--- src/rtl/vrf_strb_sequencer.sv ---
// ---------------------------------------------------------------------------
// vrf_strb_sequencer
//   Walks the byte range of one vector instruction across VRF beats and emits
//   one byte strobe per beat. Handles vstart/vl, SEW scaling and v0 masking,
//   with valid/ready flow control on both sides.
//
// Ports
//   clk_i        clock
//   rst_i        synchronous reset, active-high
//   flush_i      abort the current instruction (no done_o pulse)
//   req_valid_i  descriptor valid
//   req_ready_o  high only in IDLE
//   vstart_i     first active element
//   vl_i         element count (exclusive end)
//   vsew_i       0:e8 1:e16 2:e32 3:e64
//   vm_i         1 = unmasked, 0 = apply v0_bits_i
//   v0_bits_i    one mask bit per element of the current beat
//   out_valid_o  beat strobe valid
//   out_ready_i  consumer takes the beat
//   beat_idx_o   beat index within the register group
//   strb_o       byte enables for this beat
//   first_o      first beat of the instruction
//   last_o       last beat of the instruction
//   done_o       one-cycle pulse when the instruction finishes
//
// state | meaning
// ------+-------------------------------------------------------------
// IDLE  | waiting for a descriptor, req_ready_o high
// RUN   | presenting beat beat_q, advancing on each handshake
// DONE  | done_o pulse for one cycle, then back to IDLE
// ---------------------------------------------------------------------------
module vrf_strb_sequencer #(
  parameter  int DataWidth = 128,
  parameter  int VLEN      = 1024,
  localparam int StrbW     = DataWidth / 8,
  localparam int CntW      = $clog2(VLEN) + 1,
  localparam int BeatW     = $clog2(VLEN / StrbW)
) (
  input  logic             clk_i,
  input  logic             rst_i,
  input  logic             flush_i,
  input  logic             req_valid_i,
  output logic             req_ready_o,
  input  logic [CntW-1:0]  vstart_i,
  input  logic [CntW-1:0]  vl_i,
  input  logic [1:0]       vsew_i,
  input  logic             vm_i,
  input  logic [StrbW-1:0] v0_bits_i,
  output logic             out_valid_o,
  input  logic             out_ready_i,
  output logic [BeatW-1:0] beat_idx_o,
  output logic [StrbW-1:0] strb_o,
  output logic             first_o,
  output logic             last_o,
  output logic             done_o
);

  localparam int SW = $clog2(StrbW);

  localparam logic [1:0] IDLE = 2'd0;
  localparam logic [1:0] RUN  = 2'd1;
  localparam logic [1:0] DONE = 2'd2;

  logic [1:0]       state_q;
  logic [CntW-1:0]  sb_q;
  logic [CntW-1:0]  eb_q;
  logic [CntW-1:0]  beat_q;
  logic             vm_q;
  logic [1:0]       sew_q;

  logic [CntW-1:0]  sb_d;
  logic [CntW-1:0]  eb_d;
  logic [CntW-1:0]  eb_m1;
  logic [CntW-1:0]  fb;
  logic [CntW-1:0]  lb;
  logic             run;
  logic             at_first;
  logic             at_last;

  logic [StrbW-1:0] first_mask;
  logic [StrbW-1:0] last_mask;
  logic [StrbW-1:0] range_mask;
  logic [StrbW-1:0] rep_mask;

  assign sb_d  = vstart_i << vsew_i;
  assign eb_d  = vl_i << vsew_i;
  assign eb_m1 = eb_q - CntW'(1);
  assign fb    = sb_q >> SW;
  assign lb    = eb_m1 >> SW;

  assign run      = (state_q == RUN);
  assign at_first = (beat_q == fb);
  assign at_last  = (beat_q == lb);

  always_ff @(posedge clk_i) begin
    if (rst_i) begin
      state_q <= IDLE;
      sb_q    <= '0;
      eb_q    <= '0;
      beat_q  <= '0;
      vm_q    <= 1'b1;
      sew_q   <= '0;
    end else if (flush_i) begin
      state_q <= IDLE;
      beat_q  <= '0;
    end else begin
      case (state_q)
        IDLE: begin
          if (req_valid_i) begin
            sb_q    <= sb_d;
            eb_q    <= eb_d;
            vm_q    <= vm_i;
            sew_q   <= vsew_i;
            beat_q  <= sb_d >> SW;
            // An empty range skips straight to the done pulse.
            state_q <= (sb_d < eb_d) ? RUN : DONE;
          end
        end
        RUN: begin
          if (out_ready_i) begin
            if (at_last) begin
              state_q <= DONE;
            end else begin
              beat_q <= beat_q + CntW'(1);
            end
          end
        end
        DONE:    state_q <= IDLE;
        default: state_q <= IDLE;
      endcase
    end
  end

  // Range mask trims the leading bytes below sb on the first beat and the
  // trailing bytes at/after eb on the last beat; middle beats are full.
  assign first_mask = {StrbW{1'b1}} << sb_q[SW-1:0];
  assign last_mask  = {StrbW{1'b1}} >> (SW'(StrbW - 1) - eb_m1[SW-1:0]);

  always_comb begin
    range_mask = {StrbW{1'b1}};
    if (at_first) range_mask = range_mask & first_mask;
    if (at_last)  range_mask = range_mask & last_mask;
  end

  // Byte j belongs to element j>>sew of this beat, so it takes that v0 bit.
  // v0 bits beyond the beat's element count are never selected.
  always_comb begin
    logic [SW-1:0] src;
    rep_mask = '0;
    src      = '0;
    for (int j = 0; j < StrbW; j++) begin
      src         = SW'(j) >> sew_q;
      rep_mask[j] = v0_bits_i[src];
    end
  end

  assign req_ready_o = (state_q == IDLE);
  assign out_valid_o = run;
  assign done_o      = (state_q == DONE);
  assign beat_idx_o  = beat_q[BeatW-1:0];
  assign first_o     = run & at_first;
  assign last_o      = run & at_last;
  assign strb_o      = run ? (range_mask & (vm_q ? {StrbW{1'b1}} : rep_mask)) : '0;

endmodule

--- config.mk ---
export PLATFORM = sky130hd
export DESIGN_NAME = vrf_strb_sequencer
export DESIGN_NICKNAME = d
export VERILOG_FILES = /design/src/rtl/vrf_strb_sequencer.sv
export SDC_FILE = /design/constraint.sdc
export NUM_CORES = 1
export LEC_CHECK = 0
export ABC_AREA = 1
export BUFFER_PORTS_ARGS = -buffer_cell sky130_fd_sc_hd__buf_2
export CORE_ASPECT_RATIO = 0.5
export CORE_MARGIN = 5
export CORE_UTILIZATION = 40
export CTS_BUF_LIST = sky130_fd_sc_hd__clkbuf_8 sky130_fd_sc_hd__clkbuf_16
export DETAILED_ROUTE_END_ITERATION = 8
export GPL_TIMING_DRIVEN = 0
export PLACE_DENSITY = 0.67
export SYNTH_ARGS = -nofsm -noshare
export SYNTH_HDL_FRONTEND = slang
export SYNTH_SLANG_ARGS = --single-unit
--- constraint.sdc ---
create_clock -name clk_i -period 4.4 [get_ports clk_i]
set_clock_uncertainty 0.05 [all_clocks]
set_input_delay 0.88 -clock clk_i [delete_from_list [all_inputs] [get_ports clk_i]]
set_output_delay 0.88 -clock clk_i [all_outputs]
set_load 0.03 [all_outputs]
==> results.cfg, run 1 <==
[run_status]
status = finished clean

[place]
routabilityCongestion = 0.974
dpl-instance-area_sq_mm = 0.00493
io_buffers = 71
dpl.cell_count = 990
place_worst_setup_slack_ns = 0.398
dp_hpwl_um = 11600

[clocking]
cts_resized = 0
numCtsBuffers = 5
cts_hold_buf = 0
cts.clk_slew.worst_paths_ns = 0.06
cts_tree = yes
clkSinkCount = 38
ctsLongestPathBuffers = 2
root_buffer = clkbuf_16
worstSkewPairLatency_ns = 0.28
cts_setup_buffers = 0
htreeDepth = 2

[setup_path]
crit_start = sew_q[0]
crit_path_end = strb_o[9]
cp-start-kind = register
worstPathRequired_ns = 3.47
critPathCaptureType = primary output
r2r-end = eb_q[10]
worst-r2r-setup-slack_ns = 2.31
critical_path.max_fanout = 10
r2r_cells = 6
worst-setup-path-type = register to primary output
r2r_start = state_q[1]
critPathArrivalTime_ns = 3.26

[routing]
drtIter0Drc = 370
drt_pass1_iterations = 5
via_per_inst = 5.41
drc = 0
ant_nets = 0
avgRoutedWirePerCell_um = 15.0
wirelength_um = 14900
routed-via-count = 5398

[sta]
final_hold_viol_count = 0
finalCritPeriodShare_pct = 95.2
slew_headroom_pct = 56.0
rsz0062_at_grt = false
setup_tns_ns = 0
setup_viol = 0
fmax_mhz = 239
whs_ns = 0.417
worstMarginPinSlew_ns = 0.658
fin_crit_ns = 4.19
setup_ws_ns = 0.212
slew_viol_final = 0

[global_routing]
grt_pass1_vias = 4992
grt_pass1_wl_um = 24200
grt.overflow.total = 0
track_usage_pct = 22.0
antenna_found_initial = 0
grt_max_degree = 13

[synthesis]
avgSynthCellArea_sq_um = 5.67
yosysTopAreaCell = dfxtp_1
yosysWarnings = 0
synth_ff_type = dfxtp_1
async_reset_ff_share_pct = 0
yosys_register_bits = 38
syn_area_sq_mm = 0.00439
synth_fp_nets = 838
synth_top_area_share_pct = 17.3
synthDistinctLibCells = 42
synthTopCellsByArea = dfxtp_1 17%, nand2_1 15%, o21ai_0 10%
ys_top_cells_by_count = 176 x nand2_1, 92 x o21ai_0, 89 x inv_1
synth_edf_count = 0
postSynthCellCount = 774
synth.most_common_cell = nand2_1
ys_seq_area_share_pct = 17.3

[final_layout]
fin_cells = 998
fin_nets = 916
fin_util_pct = 47.3
diodes = 0
fill_cells = 1232
final_cell_area_sq_mm = 0.00513
syn_to_final_growth_pct = 16.8
drive_gt1_share_pct = 14.2

[flow_run]
cap_violations = 0

[power_and_ir_drop]
total_power_mw = 1.54
total_leakage_power_nw = 2.49
cellPowerDensity_mw_per_mm2 = 301
vdd_drop_max_mv = 0.146

[floorplan]
pin_count = 73
row_count = 27
die_h_um = 84.1
die_x_um = 158
die_area_sq_mm = 0.0133
design.core.area_sq_mm = 0.0108
initial_core_util_pct = 40.5

[hold_path]
holdCritStartpoint = beat_q[8]
hold_path_class = register to register
==> registers in the layout, summed over array words and instances, names as in the netlist <==
| name | cells |
|---|---|
| sew_q | 2 |
| sb_q | 11 |
| state_q | 2 |
| beat_q | 11 |
| eb_q | 11 |
| vm_q | 1 |
==> cell usage in the layout (no fill, tap or decap), types with 3 or more instances in the layout <==
master     Yosys  routed
nand2_1      176     176
o21ai_0       92      92
inv_1         89      89
nor2_1        82      82
buf_2         10      81
nand3_1       56      56
a21oi_1       56      56
dfxtp_1       38      38
clkbuf_1      25      23
o211ai_1      22      22
ha_1          18      18
xor2_1        12      12
nor3_1        11      11
or2_2          8       8
xnor2_1        8       8
buf_4          7       7
o21a_1         5       5
o21ai_1        5       5
nand3b_1       5       5
clkbuf_16      0       5
buf_1          4       4
a211oi_1       4       4
nand2_2        4       4
nor2_2         4       4
a31oi_1        4       4
inv_2          3       3
mux2i_1        3       3
nand4_1        3       3
==> power by group <==
part | switching [mW] | internal, mW
Combinational | 0.448 | 0.217
Clock | 0.138 | 0.340
Sequential | 0.0278 | 0.371
Total | 0.615 | 0.928
==> critical path, stage by stage, from the launching register on <==
cell and delay (ns):
dfxtp_1 0.36, clkbuf_1 0.37, inv_1 0.23, ha_1 0.43
inv_1 0.24, clkbuf_2 0.29, o21ai_0 0.11, o211ai_1 0.23
nand3_1 0.13, nand3_1 0.10, nand3_1 0.07, nor3_1 0.17
buf_2 0.24
==> final cells by class <==
type	count	area [sq um]	share of cell area, %
plain buffers	47	225	4.39
clock buffers	6	139	2.71
clock inverters	2	60.1	1.17
inverters	94	353	6.88
multi-input cells	595	3050	59.6
flip-flops and latches	38	761	14.8
well taps	145	181	3.54
repair buffers	71	355	6.93
==> kinds of logic (layout without fill, tap and decap cells) <==
family / after synthesis / count (layout) / synth area share (%)
compound gates: 198 / 198 / 25.2
buf+inv: 141 / 220 / 13.1
fa+ha+maj: 18 / 18 / 5.13
mux: 3 / 3 / 0.684
flops: 38 / 38 / 17.3
simple gates: 356 / 356 / 34.6
xor+xnor: 20 / 20 / 3.99
==> worst min path at each step <==
stage           endpoint  slack, ns  cells after the start
2_1_floorplan  beat_q[8]       0.39                      2
3_3_place_gp   beat_q[8]       0.40                      2
3_5_place_dp   beat_q[8]       0.41                      2
4_1_cts        beat_q[8]       0.42                      2
5_1_grt        beat_q[7]       0.46                      2
6_report       beat_q[8]       0.42                      2
==> routing by layer <==
metal  routed length (um)  track usage (%)  vias up
met4                  286             5.57        0
met5                    0                0        -
met3                 1110             2.80       24
li1                     -                -     2702
met2                 6670             35.5      223
met1                 6870             30.8     2449
No activity file was read; power rests on OpenSTA's default activity.
==> run 2, diff against run 1 <==
CELL_PAD_IN_SITES_DETAIL_PLACEMENT = 0   (was unset)
CELL_PAD_IN_SITES_GLOBAL_PLACEMENT = 1   (was unset)
CORE_UTILIZATION = 42   (was 40)
CTS_CLUSTER_SIZE = 20   (was unset)
PLACE_DENSITY = 0.94   (was 0.67)
==> run 2 against run 1 <==
Via count down 1.5%. Power down 9.2%. Die area down 4.3%. Clock power shrank 27%. Worst hold slack gained 0.0060 ns. Critical path depth is 1 lower. Clock-buffer cell count did not move. Final cell count down 0.80%. Sequential cell count did not move. Critical endpoint is now strb_o[11]. Largest cell class unchanged. Largest power group unchanged. Highest routed layer unchanged.
==> results.cfg, run 2 (synthesis gave the netlist of run 1 again) <==
[floorplan]
initial_core_util_pct = 43.0
pin_count = 73
die_x_um = 155
row_count = 26
die_h_um = 82.3
design.core.area_sq_mm = 0.0102
die_area_sq_mm = 0.0127

[place]
dp_hpwl_um = 11300
routabilityCongestion = 0.919
io_buffers = 71

[final_layout]
syn_to_final_growth_pct = 15.2
final_common_cell = nand2_1
multiInputGateArea_sq_mm = 0.00305
diodes = 0
reg_top3 = beat_q x11, eb_q x11, sb_q x11
layout_common_cells = 176 x nand2_1, 92 x o21ai_0, 89 x inv_1, 82 x nor2_1, 81 x buf_2
fill_cells = 1095
fin_nets = 915
seqCellArea_sq_um = 761
drive_gt1_share_pct = 13.9

[sta]
fmax_mhz = 243
final_hold_viol_count = 0
setup_tns_ns = 0
worstMarginPinSlew_ns = 0.651
slew_headroom_pct = 56.5
setup_viol = 0
finalCritPeriodShare_pct = 93.5
fin_crit_ns = 4.11
rsz0062_at_grt = false
whs_ns = 0.423
slew_viol_final = 0

[clocking]
ctsLongestPathBuffers = 2
cts_hold_buf = 0
htreeDepth = 2
cts.clk_slew.worst_paths_ns = 0.06
clkSinkCount = 38
root_buffer = clkbuf_16
cts_tree = yes
numCtsBuffers = 5
cts_setup_buffers = 0
worstSkewPairLatency_ns = 0.28

[routing]
drt_pass1_iterations = 5
avgRoutedWirePerCell_um = 14.5
ant_nets = 0
wirelength_um = 14300
drc = 0
via_per_inst = 5.37
drtIter0Drc = 336
routed-via-count = 5317

[power_and_ir_drop]
total_leakage_power_nw = 2.46
vdd_drop_max_mv = 0.186
cellPowerDensity_mw_per_mm2 = 277

[setup_path]
r2r_cells = 13
cpLargestDelayFamily = buffers and inverters
max_stage_delay_ns = 0.54
cp_slowest_cell = o311ai_0
critical_path.max_fanout = 11
crit_buf_inv = 7
cp-start-kind = register
critPathCaptureType = primary output
path_cells = inv_1, clkbuf_2, ha_1, buf_2, clkinv_1, clkbuf_1, o311ai_0, a31oi_1, nand3_1, inv_1, buf_2
path_depth = 11
worst-r2r-setup-slack_ns = 2.29
worstPathRequired_ns = 3.47
worst-setup-path-type = register to primary output
critPathArrivalTime_ns = 3.18

[global_routing]
grt_pass1_vias = 4927
grt_max_degree = 12
grt.overflow.total = 0
antenna_found_initial = 0
track_usage_pct = 22.3
grt_pass1_wl_um = 23400

[hold_path]
hold_path_class = register to register
hold_depth = 2

[flow_run]
cap_violations = 0

[run_status]
status = finished clean
run 2: changes by cell type in the layout (fill, tap and decap cells not counted):
cell / before / now
bufinv_16: 2 / 0
clkbuf_2: 2 / 1
run 2: metrics by stage:
stage                     util [%]  area, sq um  worst slack (ns)  std cells  total power [mW]
final                         49.5         5060             0.287        990              1.40
after global routing          49.5         5060            0.0967        990              1.50
after CTS                     49.5         5060             0.157        991              1.40
after detailed placement      48.2         4920             0.454        985              1.05
after global placement        48.2         4920             0.431        985              1.04
after floorplan                  -         4390             0.868        774             0.871
run 2: final cells by class:
| type | instances | share of cell area [%] |
|---|---|---|
| clock buffers | 6 | 2.75 |
| multi-input cells | 595 | 60.4 |
| well taps | 140 | 3.46 |
| flip-flops and latches | 38 | 15.0 |
| repair buffers | 71 | 7.03 |
| plain buffers | 46 | 4.35 |
| inverters | 94 | 6.98 |
run 2: power breakdown:
group	switching, mW	total, mW	leakage [nW]	internal (mW)
sequential	0.0277	0.399	0.312	0.371
clock	0.129	0.348	0.0688	0.219
combinational	0.438	0.654	2.07	0.216
run 2: timing repair:
| action | CTS | global route |
|---|---|---|
| setup endpoints to repair | 0 | 2 |
| gates resized for setup | 0 | 2 |
| endpoints found under the hold margin | 0 | 0 |
run 2: path summary, 6_finish.rpt:
kind              startpoint          to
setup reg to reg     eb_q[0]  state_q[0]
setup / recovery    sew_q[1]  strb_o[11]
hold / removal     beat_q[8]   beat_q[8]
hold reg to reg    beat_q[8]   beat_q[8]
run 2: tightest hold or removal path: stages (launching register included):
cell     delay, ns
dfxtp_1       0.31
nand2_1       0.06
a21oi_1       0.06
run 2: routing by layer:
metal,global-route usage (%),share of wire (%)
met5,0,0
met4,4.41,1.6
met3,2.24,6.8
met2,39.4,45
met1,30.2,47
==> run 3, diff against run 2 <==
CTS_BUF_LIST = sky130_fd_sc_hd__clkbuf_16   (was sky130_fd_sc_hd__clkbuf_8 sky130_fd_sc_hd__clkbuf_16)
==> run 3 against run 2 <==
First-iteration DRC count increased by 3.3%. Global-route usage is essentially flat. Non-clock buffer count did not move. Setup slack lost 0.013 ns. Final area decreased by 0.20%. Die area unchanged. Via count barely moved. Sequential share of layout area hardly changed. Critical path depth is the same. Final cell count is the same. Worst hold slack is essentially flat. Routed wire length is 0.47% lower. Critical path type unchanged.
==> results.cfg, run 3 (synthesis gave the netlist of run 1 again) <==
[clocking]
cts_tree = yes
cts_setup_buffers = 0
cts_resized = 0
ctsLongestPathBuffers = 2
cts_hold_buf = 0
cts.clk_slew.worst_paths_ns = 0.06
htreeDepth = 2
root_buffer = clkbuf_16
clkSinkCount = 38
numCtsBuffers = 5
worstSkewPairLatency_ns = 0.28

[sta]
finalCritPeriodShare_pct = 93.8
fin_crit_ns = 4.13
fmax_mhz = 242
rsz0062_at_grt = false
final_hold_viol_count = 0
slew_headroom_pct = 56.6
slew_viol_final = 0
worstMarginPinSlew_ns = 0.649
setup_viol = 0
whs_ns = 0.423
setup_tns_ns = 0

[power_and_ir_drop]
vdd_drop_max_mv = 0.187
pwr-share-seq_pct = 28.8
p_comb_share_pct = 47.3
p_int_uw = 788
total_leakage_power_nw = 2.45
clkPwrFrac_pct = 23.8
cellPowerDensity_mw_per_mm2 = 274
switching_share_pct = 42.9
switchingPower_uw = 593

[hold_path]
holdCritStartpoint = beat_q[8]
hold_path_class = register to register
hold_depth = 2
worstHoldEndpoint = beat_q[8]

[floorplan]
design.core.area_sq_mm = 0.0102
die_area_sq_mm = 0.0127
row_count = 26
die_h_um = 82.3
pin_count = 73
die_x_um = 155
initial_core_util_pct = 43.0

[final_layout]
syn_to_final_growth_pct = 15.0
drive_gt1_share_pct = 13.8
fin_nets = 915
layout_common_cells = 176 x nand2_1, 92 x o21ai_0, 89 x inv_1, 82 x nor2_1, 81 x buf_2
final_common_cell = nand2_1
reg_top3 = beat_q x11, eb_q x11, sb_q x11
diodes = 0

[place]
io_buffers = 71
dp_hpwl_um = 11300
routabilityCongestion = 0.919

[routing]
wirelength_um = 14300
avgRoutedWirePerCell_um = 14.4
ant_nets = 0
drt_pass1_iterations = 5
drc = 0
via_per_inst = 5.37
drtIter0Drc = 347
routed-via-count = 5313

[setup_path]
crit_start = sew_q[1]
r2r_cells = 13
worstPathRequired_ns = 3.47
worst-setup-path-type = register to primary output
critPathArrivalTime_ns = 3.20
worst-r2r-setup-slack_ns = 2.30
critPathCaptureType = primary output
critical_path.max_fanout = 11
r2r-end = state_q[0]
cp-start-kind = register
r2r_start = eb_q[0]

[global_routing]
track_usage_pct = 22.3
antenna_found_initial = 0
grt_max_degree = 12
grt.overflow.total = 0
grt_pass1_vias = 4927
grt_pass1_wl_um = 23400

[run_status]
status = finished clean

[flow_run]
cap_violations = 0
==> run 3: changes by cell type in the layout (fill, tap and decap cells not counted), sizes merged <==
| cell | before | now |
|---|---|---|
| clkinv | 2 | 3 |
| clkbuf | 30 | 29 |
==> run 3: worst max-delay path by stage <==
| stage | to | slack, ns | depth (start not counted) |
|---|---|---|---|
| global route | strb_o[12] | 0.1 | 12 |
| floorplan | strb_o[9] | 0.87 | 11 |
| global placement | strb_o[11] | 0.43 | 11 |
| finish | strb_o[11] | 0.27 | 11 |
| CTS | strb_o[11] | 0.16 | 11 |
| detailed placement | strb_o[11] | 0.45 | 11 |
==> run 3: final cells by class <==
| cell class | instances | area [sq um] |
|---|---|---|
| Clock inverter | 1 | 3.75 |
| Buffer | 46 | 220 |
| Fill cell | 1095 | 5170 |
| Timing Repair Buffer | 71 | 355 |
| Inverter | 94 | 353 |
| Sequential cell | 38 | 761 |
| Tap cell | 140 | 175 |
| Clock buffer | 5 | 125 |
| Multi-Input combinational cell | 595 | 3050 |
==> run 3: per-stage QoR <==
step	setup slack, ns	power [mW]	instance area (sq um)	instances	utilization [%]
finish	0.274	1.38	5050	990	49.4
global route	0.0967	1.49	5050	990	49.4
CTS	0.157	1.38	5050	991	49.4
detailed placement	0.454	1.05	4920	985	48.2
global placement	0.431	1.04	4920	985	48.2
floorplan	0.868	0.871	4390	774	-
==> run 3: worst max-delay path, stage by stage, from the launching register on <==
cell and delay [ns]:
dfxtp_1 0.38, inv_1 0.14, clkbuf_2 0.26, ha_1 0.18, buf_2 0.23, clkinv_1 0.32, clkbuf_1 0.34, o311ai_0 0.54
a31oi_1 0.15, nand3_1 0.15, inv_1 0.05, buf_2 0.17
==> run 3: power groups by stage <==
stage	logic [mW]	clock network, mW	registers (mW)
after floorplan	0.474	0	0.396
after global placement	0.637	0	0.404
after detailed placement	0.643	0	0.405
after CTS	0.647	0.333	0.397
after global routing	0.732	0.352	0.402
final	0.654	0.329	0.398
==> run 3: metal layers <==
layer	routed length [um]	global-route usage, %	part of all wire [%]	vias to the layer above
met3	893	2.24	6.3	22
met4	235	4.41	1.6	0
met1	6770	30.2	47	2406
met2	6360	39.4	45	184
met5	0	0	0	-
li1	-	-	-	2701
